`src/rtl/led_7seg_capture.sv`:
```
// led_7seg_capture: receives a multiplexed 4-digit active-low 7-segment bus.
// It recovers the 12-bit hex value {H,M,L} and the target flag, and publishes
// them only after MATCH_FRAMES identical, glyph-clean frames.
module led_7seg_capture #(
  parameter int SETTLE_CYCLES = 4,
  parameter int MATCH_FRAMES  = 2
) (
  input  logic        clk,
  input  logic        rst_n,
  input  logic [6:0]  seg_in,
  input  logic [3:0]  dig_sel,
  output logic [11:0] data_out,
  output logic        target_out,
  output logic        data_valid,
  output logic        locked,
  output logic        glyph_err
);

  typedef enum logic [1:0] {
    ST_WAIT    = 2'd0,
    ST_SETTLE  = 2'd1,
    ST_CAPTURE = 2'd2,
    ST_DWELL   = 2'd3
  } state_t;

  // Maps a segment pattern to {legal, nibble}. The pattern is reordered to
  // {a,b,c,d,e,f,g} so that the literals read left-to-right as segments a..g.
  function automatic logic [4:0] decode_glyph(input logic [6:0] seg);
    logic [6:0] r;
    logic [4:0] res;
    r = {seg[0], seg[1], seg[2], seg[3], seg[4], seg[5], seg[6]};
    case (r)
      7'b0000001: res = {1'b1, 4'h0};
      7'b1001111: res = {1'b1, 4'h1};
      7'b0010010: res = {1'b1, 4'h2};
      7'b0000110: res = {1'b1, 4'h3};
      7'b1001100: res = {1'b1, 4'h4};
      7'b0100100: res = {1'b1, 4'h5};
      7'b0100000: res = {1'b1, 4'h6};
      7'b0001111: res = {1'b1, 4'h7};
      7'b0000000: res = {1'b1, 4'h8};
      7'b0001100: res = {1'b1, 4'h9};
      7'b0001000: res = {1'b1, 4'hA};
      7'b1100000: res = {1'b1, 4'hB};
      7'b0110001: res = {1'b1, 4'hC};
      7'b1000010: res = {1'b1, 4'hD};
      7'b0110000: res = {1'b1, 4'hE};
      7'b0111000: res = {1'b1, 4'hF};
      default:    res = {1'b0, 4'h0};
    endcase
    return res;
  endfunction

  logic [6:0]  seg_p0, s_seg, prev_seg;
  logic [3:0]  sel_p0, s_sel, prev_sel;
  state_t      state, state_next;
  logic [7:0]  settle_cnt, settle_cnt_next;
  logic        load_cap;
  logic [6:0]  cap_seg;
  logic [3:0]  cap_sel;
  logic [3:0]  mask;
  logic        frame_bad;
  logic [3:0]  slot_l, slot_m, slot_h;
  logic        slot_t;
  logic [12:0] cand;
  logic [3:0]  match_cnt;
  logic [4:0]  dec;
  logic        sel_onehot, inputs_stable;
  logic [12:0] frame;

  assign sel_onehot    = $onehot(s_sel);
  assign inputs_stable = (s_sel == prev_sel) && (s_seg == prev_seg);
  assign dec           = decode_glyph(cap_seg);
  assign frame         = {slot_h, slot_m, slot_l, slot_t};

  // Two-flop synchronizers for the asynchronous bus, plus previous-cycle copies.
  always_ff @(posedge clk or negedge rst_n) begin
    if (!rst_n) begin
      seg_p0   <= '0;
      s_seg    <= '0;
      prev_seg <= '0;
      sel_p0   <= '0;
      s_sel    <= '0;
      prev_sel <= '0;
    end else begin
      seg_p0   <= seg_in;
      s_seg    <= seg_p0;
      prev_seg <= s_seg;
      sel_p0   <= dig_sel;
      s_sel    <= sel_p0;
      prev_sel <= s_sel;
    end
  end

  // Capture FSM state and settle counter registers.
  always_ff @(posedge clk or negedge rst_n) begin
    if (!rst_n) begin
      state      <= ST_WAIT;
      settle_cnt <= '0;
    end else begin
      state      <= state_next;
      settle_cnt <= settle_cnt_next;
    end
  end

  // Next-state logic: settle on a stable one-hot digit, capture once per dwell.
  always_comb begin
    state_next      = state;
    settle_cnt_next = settle_cnt;
    load_cap        = 1'b0;
    case (state)
      ST_WAIT: begin
        settle_cnt_next = '0;
        if (sel_onehot) state_next = ST_SETTLE;
      end
      ST_SETTLE: begin
        if (!sel_onehot) begin
          state_next      = ST_WAIT;
          settle_cnt_next = '0;
        end else if (!inputs_stable) begin
          settle_cnt_next = '0;
        end else if (settle_cnt == 8'(SETTLE_CYCLES - 1)) begin
          state_next      = ST_CAPTURE;
          settle_cnt_next = '0;
          load_cap        = 1'b1;
        end else begin
          settle_cnt_next = settle_cnt + 8'd1;
        end
      end
      ST_CAPTURE: begin
        settle_cnt_next = '0;
        state_next      = ST_DWELL;
      end
      ST_DWELL: begin
        settle_cnt_next = '0;
        if (s_sel != cap_sel) state_next = sel_onehot ? ST_SETTLE : ST_WAIT;
      end
      default: begin
        state_next      = ST_WAIT;
        settle_cnt_next = '0;
      end
    endcase
  end

  // Holds the settled digit and pattern that the CAPTURE cycle decodes.
  always_ff @(posedge clk or negedge rst_n) begin
    if (!rst_n) begin
      cap_seg <= '0;
      cap_sel <= '0;
    end else if (load_cap) begin
      cap_seg <= s_seg;
      cap_sel <= s_sel;
    end
  end

  // Digit slots, capture mask, sticky bad flag, candidate and match counting.
  always_ff @(posedge clk or negedge rst_n) begin
    if (!rst_n) begin
      mask      <= '0;
      frame_bad <= 1'b0;
      slot_l    <= '0;
      slot_m    <= '0;
      slot_h    <= '0;
      slot_t    <= 1'b0;
      cand      <= '0;
      match_cnt <= '0;
      glyph_err <= 1'b0;
    end else begin
      glyph_err <= (state == ST_CAPTURE) && !dec[4];
      if (mask == 4'hF) begin
        if (frame_bad) begin
          match_cnt <= '0;
        end else if (frame == cand) begin
          if (match_cnt < 4'(MATCH_FRAMES)) match_cnt <= match_cnt + 4'd1;
        end else begin
          cand      <= frame;
          match_cnt <= 4'd1;
        end
        mask      <= '0;
        frame_bad <= 1'b0;
      end else if (state == ST_CAPTURE) begin
        mask <= mask | cap_sel;
        case (cap_sel)
          4'b0001: slot_l <= dec[3:0];
          4'b0010: slot_m <= dec[3:0];
          4'b0100: slot_h <= dec[3:0];
          4'b1000: slot_t <= dec[0];
          default: ;
        endcase
        if (!dec[4]) frame_bad <= 1'b1;
        if (cap_sel == 4'b1000 && dec[3:0] > 4'd1) frame_bad <= 1'b1;
      end
    end
  end

  // Publishes a confirmed candidate that differs from what is already shown.
  always_ff @(posedge clk or negedge rst_n) begin
    if (!rst_n) begin
      data_out   <= '0;
      target_out <= 1'b0;
      data_valid <= 1'b0;
      locked     <= 1'b0;
    end else begin
      data_valid <= 1'b0;
      if (match_cnt == 4'(MATCH_FRAMES) &&
          (!locked || cand != {data_out, target_out})) begin
        data_out   <= cand[12:1];
        target_out <= cand[0];
        data_valid <= 1'b1;
        locked     <= 1'b1;
      end
    end
  end

endmodule
```
`config.mk`:
```
export PLATFORM = sky130hd
export DESIGN_NAME = led_7seg_capture
export DESIGN_NICKNAME = d
export VERILOG_FILES = /design/src/rtl/led_7seg_capture.sv
export SDC_FILE = /design/constraint.sdc
export NUM_CORES = 1
export LEC_CHECK = 0
export BUFFER_PORTS_ARGS = -buffer_cell sky130_fd_sc_hd__buf_2
export CORE_ASPECT_RATIO = 1.4
export CORE_MARGIN = 2
export CORE_UTILIZATION = 54
export CTS_CLUSTER_DIAMETER = 60
export DETAILED_ROUTE_END_ITERATION = 8
export PLACE_DENSITY = 0.72
export SKIP_CTS_REPAIR_TIMING = 1
export SLEW_MARGIN = 20
export SYNTH_ARGS = -nofsm -noshare
export SYNTH_HDL_FRONTEND = slang
export SYNTH_SLANG_ARGS = --single-unit
```
`constraint.sdc`:
```
create_clock -name clk -period 6.5 [get_ports clk]
set_clock_uncertainty 0.1 [all_clocks]
set_input_delay 0.325 -clock clk [delete_from_list [all_inputs] [get_ports clk]]
set_output_delay 0.325 -clock clk [all_outputs]
set_load 0.01 [all_outputs]
```
==> results.txt <==
The worst setup path category is flop to flop. The maximum clock rate came out at 316 MHz. The minimum setup slack among reg-to-reg paths came out at around 3.3 ns. The launch point of the worst path is s_sel[0]. The clock sink total came out at roughly 110. The netlist area before placement came out at ~0.0046 mm2. The clock slew seen by the registers of the worst setup and hold paths came out at about 0.070 ns. The buffer levels on the longest clock path came out at 2. The startpoint identified for the worst register-to-register timing path is s_sel[0].

The hold violation total from the final report came to 0. The final layout contains routed wiring with a total length of 7940 um. The number of buffers created by CTS is 9. The class of the tightest hold or removal check is flop to flop. The number of distinct library cells after synthesis came out at 55. In the finished design, the share of the clock period the worst path needs comes to 0.487.

The number of cell rows came out at 40. The tool flagged a number of max-cap violations equal to 0. In this run, synthesis produced a sequential element count of between 100 and 150. The post-synthesis to final-layout area growth came out at 13.5%. Yosys attributes the largest share of cell area to sky130_fd_sc_hd__dfrtp_1, sky130_fd_sc_hd__mux2_2, sky130_fd_sc_hd__xor2_1. The die footprint is 0.00937 mm2. The number of warnings reported in the yosys synthesis log came out at 0.

Counting every instance in the synthesized netlist gives 363. For this run, the leading register cell type out of synthesis is sky130_fd_sc_hd__dfrtp_1. Leaving out fill and tap cells, the most frequent cells in the layout are sky130_fd_sc_hd__dfrtp_1, sky130_fd_sc_hd__mux2_2, sky130_fd_sc_hd__buf_2. The finished layout cell area is 0.00527 mm2. The remaining routing DRC violations came out at 0. The leakage power of the design is between 2 and 3 nW.

In this run the remaining antenna-violating nets after routing total 0. The total track usage is 0.194. After detailed routing, the number of vias per cell comes to 5.58. The placed standard-cell area came out at 0.00486 mm2. In the final layout, the share of cells above drive strength 1 is 0.255. The number of DRC violations after detailed-routing iteration 0 is about 120.

At the later pin of the worst-skew pair, clock insertion delay measures around 0.35 ns. The number of I/O pins is 29. The slew at the pin with the worst max-slew slack came out at 1.05 ns. The summed negative setup slack over all endpoints is 0 ns. The number of diodes added for antenna fixing came out at 0. The number of nets in the finished design came out at roughly 420. The first global-routing pass estimated around 14000 um of wire. The most common library cell in the layout ignoring fill and taps is sky130_fd_sc_hd__dfrtp_1. The initial antenna violation count came out at 0. The largest net degree at the start of global routing is around 80. The total nets after synthesis came out at 382. The worst supply voltage drop on vdd came out at about 0.2 mV.

The maximum fanout count along the critical path is 12. The max-slew violation total from the final report came out at 0. The flow ran to the end, and the final reports show no timing, DRC or antenna violations. Setup repair after global routing left no endpoint under its margin. The largest total area in the synthesized netlist belongs to sky130_fd_sc_hd__dfrtp_1. In this run the power density over the cells is between 200 and 250 mW/mm2. The worst setup path is launched from a flop. Final hold analysis gives a worst-case slack of 0.247 ns.

Counting flops with a built-in enable in the synthesized netlist gives 0. For this block, the via count after detailed routing is ~2900. The critical path required time came out at 6.63 ns. The floorplan step set the die width to ~82 um.

The area share of the largest cell type after synthesis came out at 0.566. The final number of setup-violating endpoints is 0. The clock period minus final worst setup slack is 3.17 ns. The detailed-route wire length per cell came out at 15.5 um. The iteration count of the initial detailed-routing pass is 4. The via count of the first global-routing pass is between 2000 and 3000.

The worst setup path is captured at a flop. TritonCTS built the clock tree. The average instance in the mapped netlist occupies 12.8 um2. The core box area came out at 0.00846 mm2. The routability congestion estimate is about 0.79.

The sequential-to-total area share from yosys stat came out at 0.566. The async set-or-reset flop fraction in the synthesized netlist came out at 1.00. The beginning of the worst hold path is seg_p0[3]. The height of the die is 114 um. Buffers placed on the I/O ports in this run total 28. The aggregate global routing overflow came out at 0. Data on the critical path arrives at its endpoint at 3.30 ns. The number of H-tree branching levels came out at 3. The final HPWL from detailed placement came out at approximately 5700 um.

The master cell of the clock root buffer is sky130_fd_sc_hd__clkbuf_16. The initial utilization of the core area, before any placement, comes to 0.549. The worst pin sits at a relative slew slack of 0.292.
## state kept, by name, indices dropped and copies added, names as in the netlist, 4 cells and up, named ones only
signal / cells
mask: 4
s_sel: 4
cand: 13
seg_p0: 7
settle_cnt: 8
data_out: 12
cap_seg: 7
slot_h: 4
sel_p0: 4
cap_sel: 4
s_seg: 7
slot_m: 4
prev_sel: 4
prev_seg: 7
match_cnt: 4
slot_l: 4
## per-stage QoR
step / std cells / util / setup WS, ns / total power (W)
after CTS: 501 / 0.609 / 3.31 / 0.00124
final: 513 / 0.623 / 3.33 / 0.00123
after detailed placement: 485 / 0.575 / 3.33 / 0.000719
after floorplan: 363 / - / 3.61 / 0.000697
after global placement: 485 / 0.575 / 3.39 / 0.000717
after global routing: 513 / 0.623 / 3.10 / 0.00128
## cell type report
| cell class | count | area, um2 |
|---|---|---|
| Inverter | 10 | 37.5 |
| Clock inverter | 7 | 61.3 |
| Multi-Input combinational cell | 236 | 1920 |
| Tap cell | 105 | 131 |
| Clock buffer | 9 | 225 |
| Fill cell | 668 | 3190 |
| Sequential cell | 105 | 2630 |
| Timing Repair Buffer | 41 | 270 |
## where the power goes
group           total, W  leakage, nW  switching (W)  internal, W
Clock           0.000516        0.135       0.000249     0.000266
Combinational  0.0000379         1.11      0.0000209    0.0000171
Sequential      0.000672         1.39     0.00000779     0.000664
Total            0.00123         2.63       0.000278     0.000948
## kinds of logic (layout without fill, tap and decap cells)
kind of cell,count (synthesis),count (layout),share of synthesized area
flops,105,105,0.566
buf+inv,22,67,0.0213
xor+xnor,48,48,0.0905
mux,51,51,0.131
compound gates,29,29,0.0466
simple gates,102,102,0.127
fa+ha+maj,6,6,0.0178
## worst paths after layout
check | depth (start not counted) | endpoint
worst max register to register | 10 | cap_seg[3]
worst min register to register | 0 | s_seg[3]
min in group asynchronous | 2 | data_out[3]
worst max-delay path | 10 | cap_seg[3]
worst min-delay path | 0 | s_seg[3]
max in group asynchronous | 3 | s_seg[0]
## critical path, stage by stage, from the launching register on
cell                       delay (ns)
sky130_fd_sc_hd__dfrtp_1         0.42
sky130_fd_sc_hd__inv_1           0.08
sky130_fd_sc_hd__fa_1            0.53
sky130_fd_sc_hd__inv_1           0.05
sky130_fd_sc_hd__ha_1            0.17
sky130_fd_sc_hd__ha_1            0.26
sky130_fd_sc_hd__nor3b_1         0.29
sky130_fd_sc_hd__nand2b_1        0.09
sky130_fd_sc_hd__nor4_1          0.33
sky130_fd_sc_hd__nand2_2         0.34
sky130_fd_sc_hd__mux2_4          0.38
## per-layer routing
| layer | vias to the layer above | part of all wire | global-route usage |
|---|---|---|---|
| li1 | 1368 | - | - |
| met1 | 1423 | 0.40 | 0.221 |
| met2 | 54 | 0.54 | 0.338 |
| met3 | 18 | 0.026 | 0.0293 |
| met4 | 0 | 0.031 | 0.112 |
| met5 | - | 0 | 0 |
## Yosys cell counts (all sizes together), types with 5 or more instances
master	n
nor2	17
nand4	7
mux2	50
buf	6
clkbuf	6
nor3	11
nand2b	5
and3	5
nand3	8
nor4	7
ha	5
xnor2	23
nand2	17
dfrtp	105
xor2	25
inv	10
Note: power is estimated with default switching activity, not from simulation.
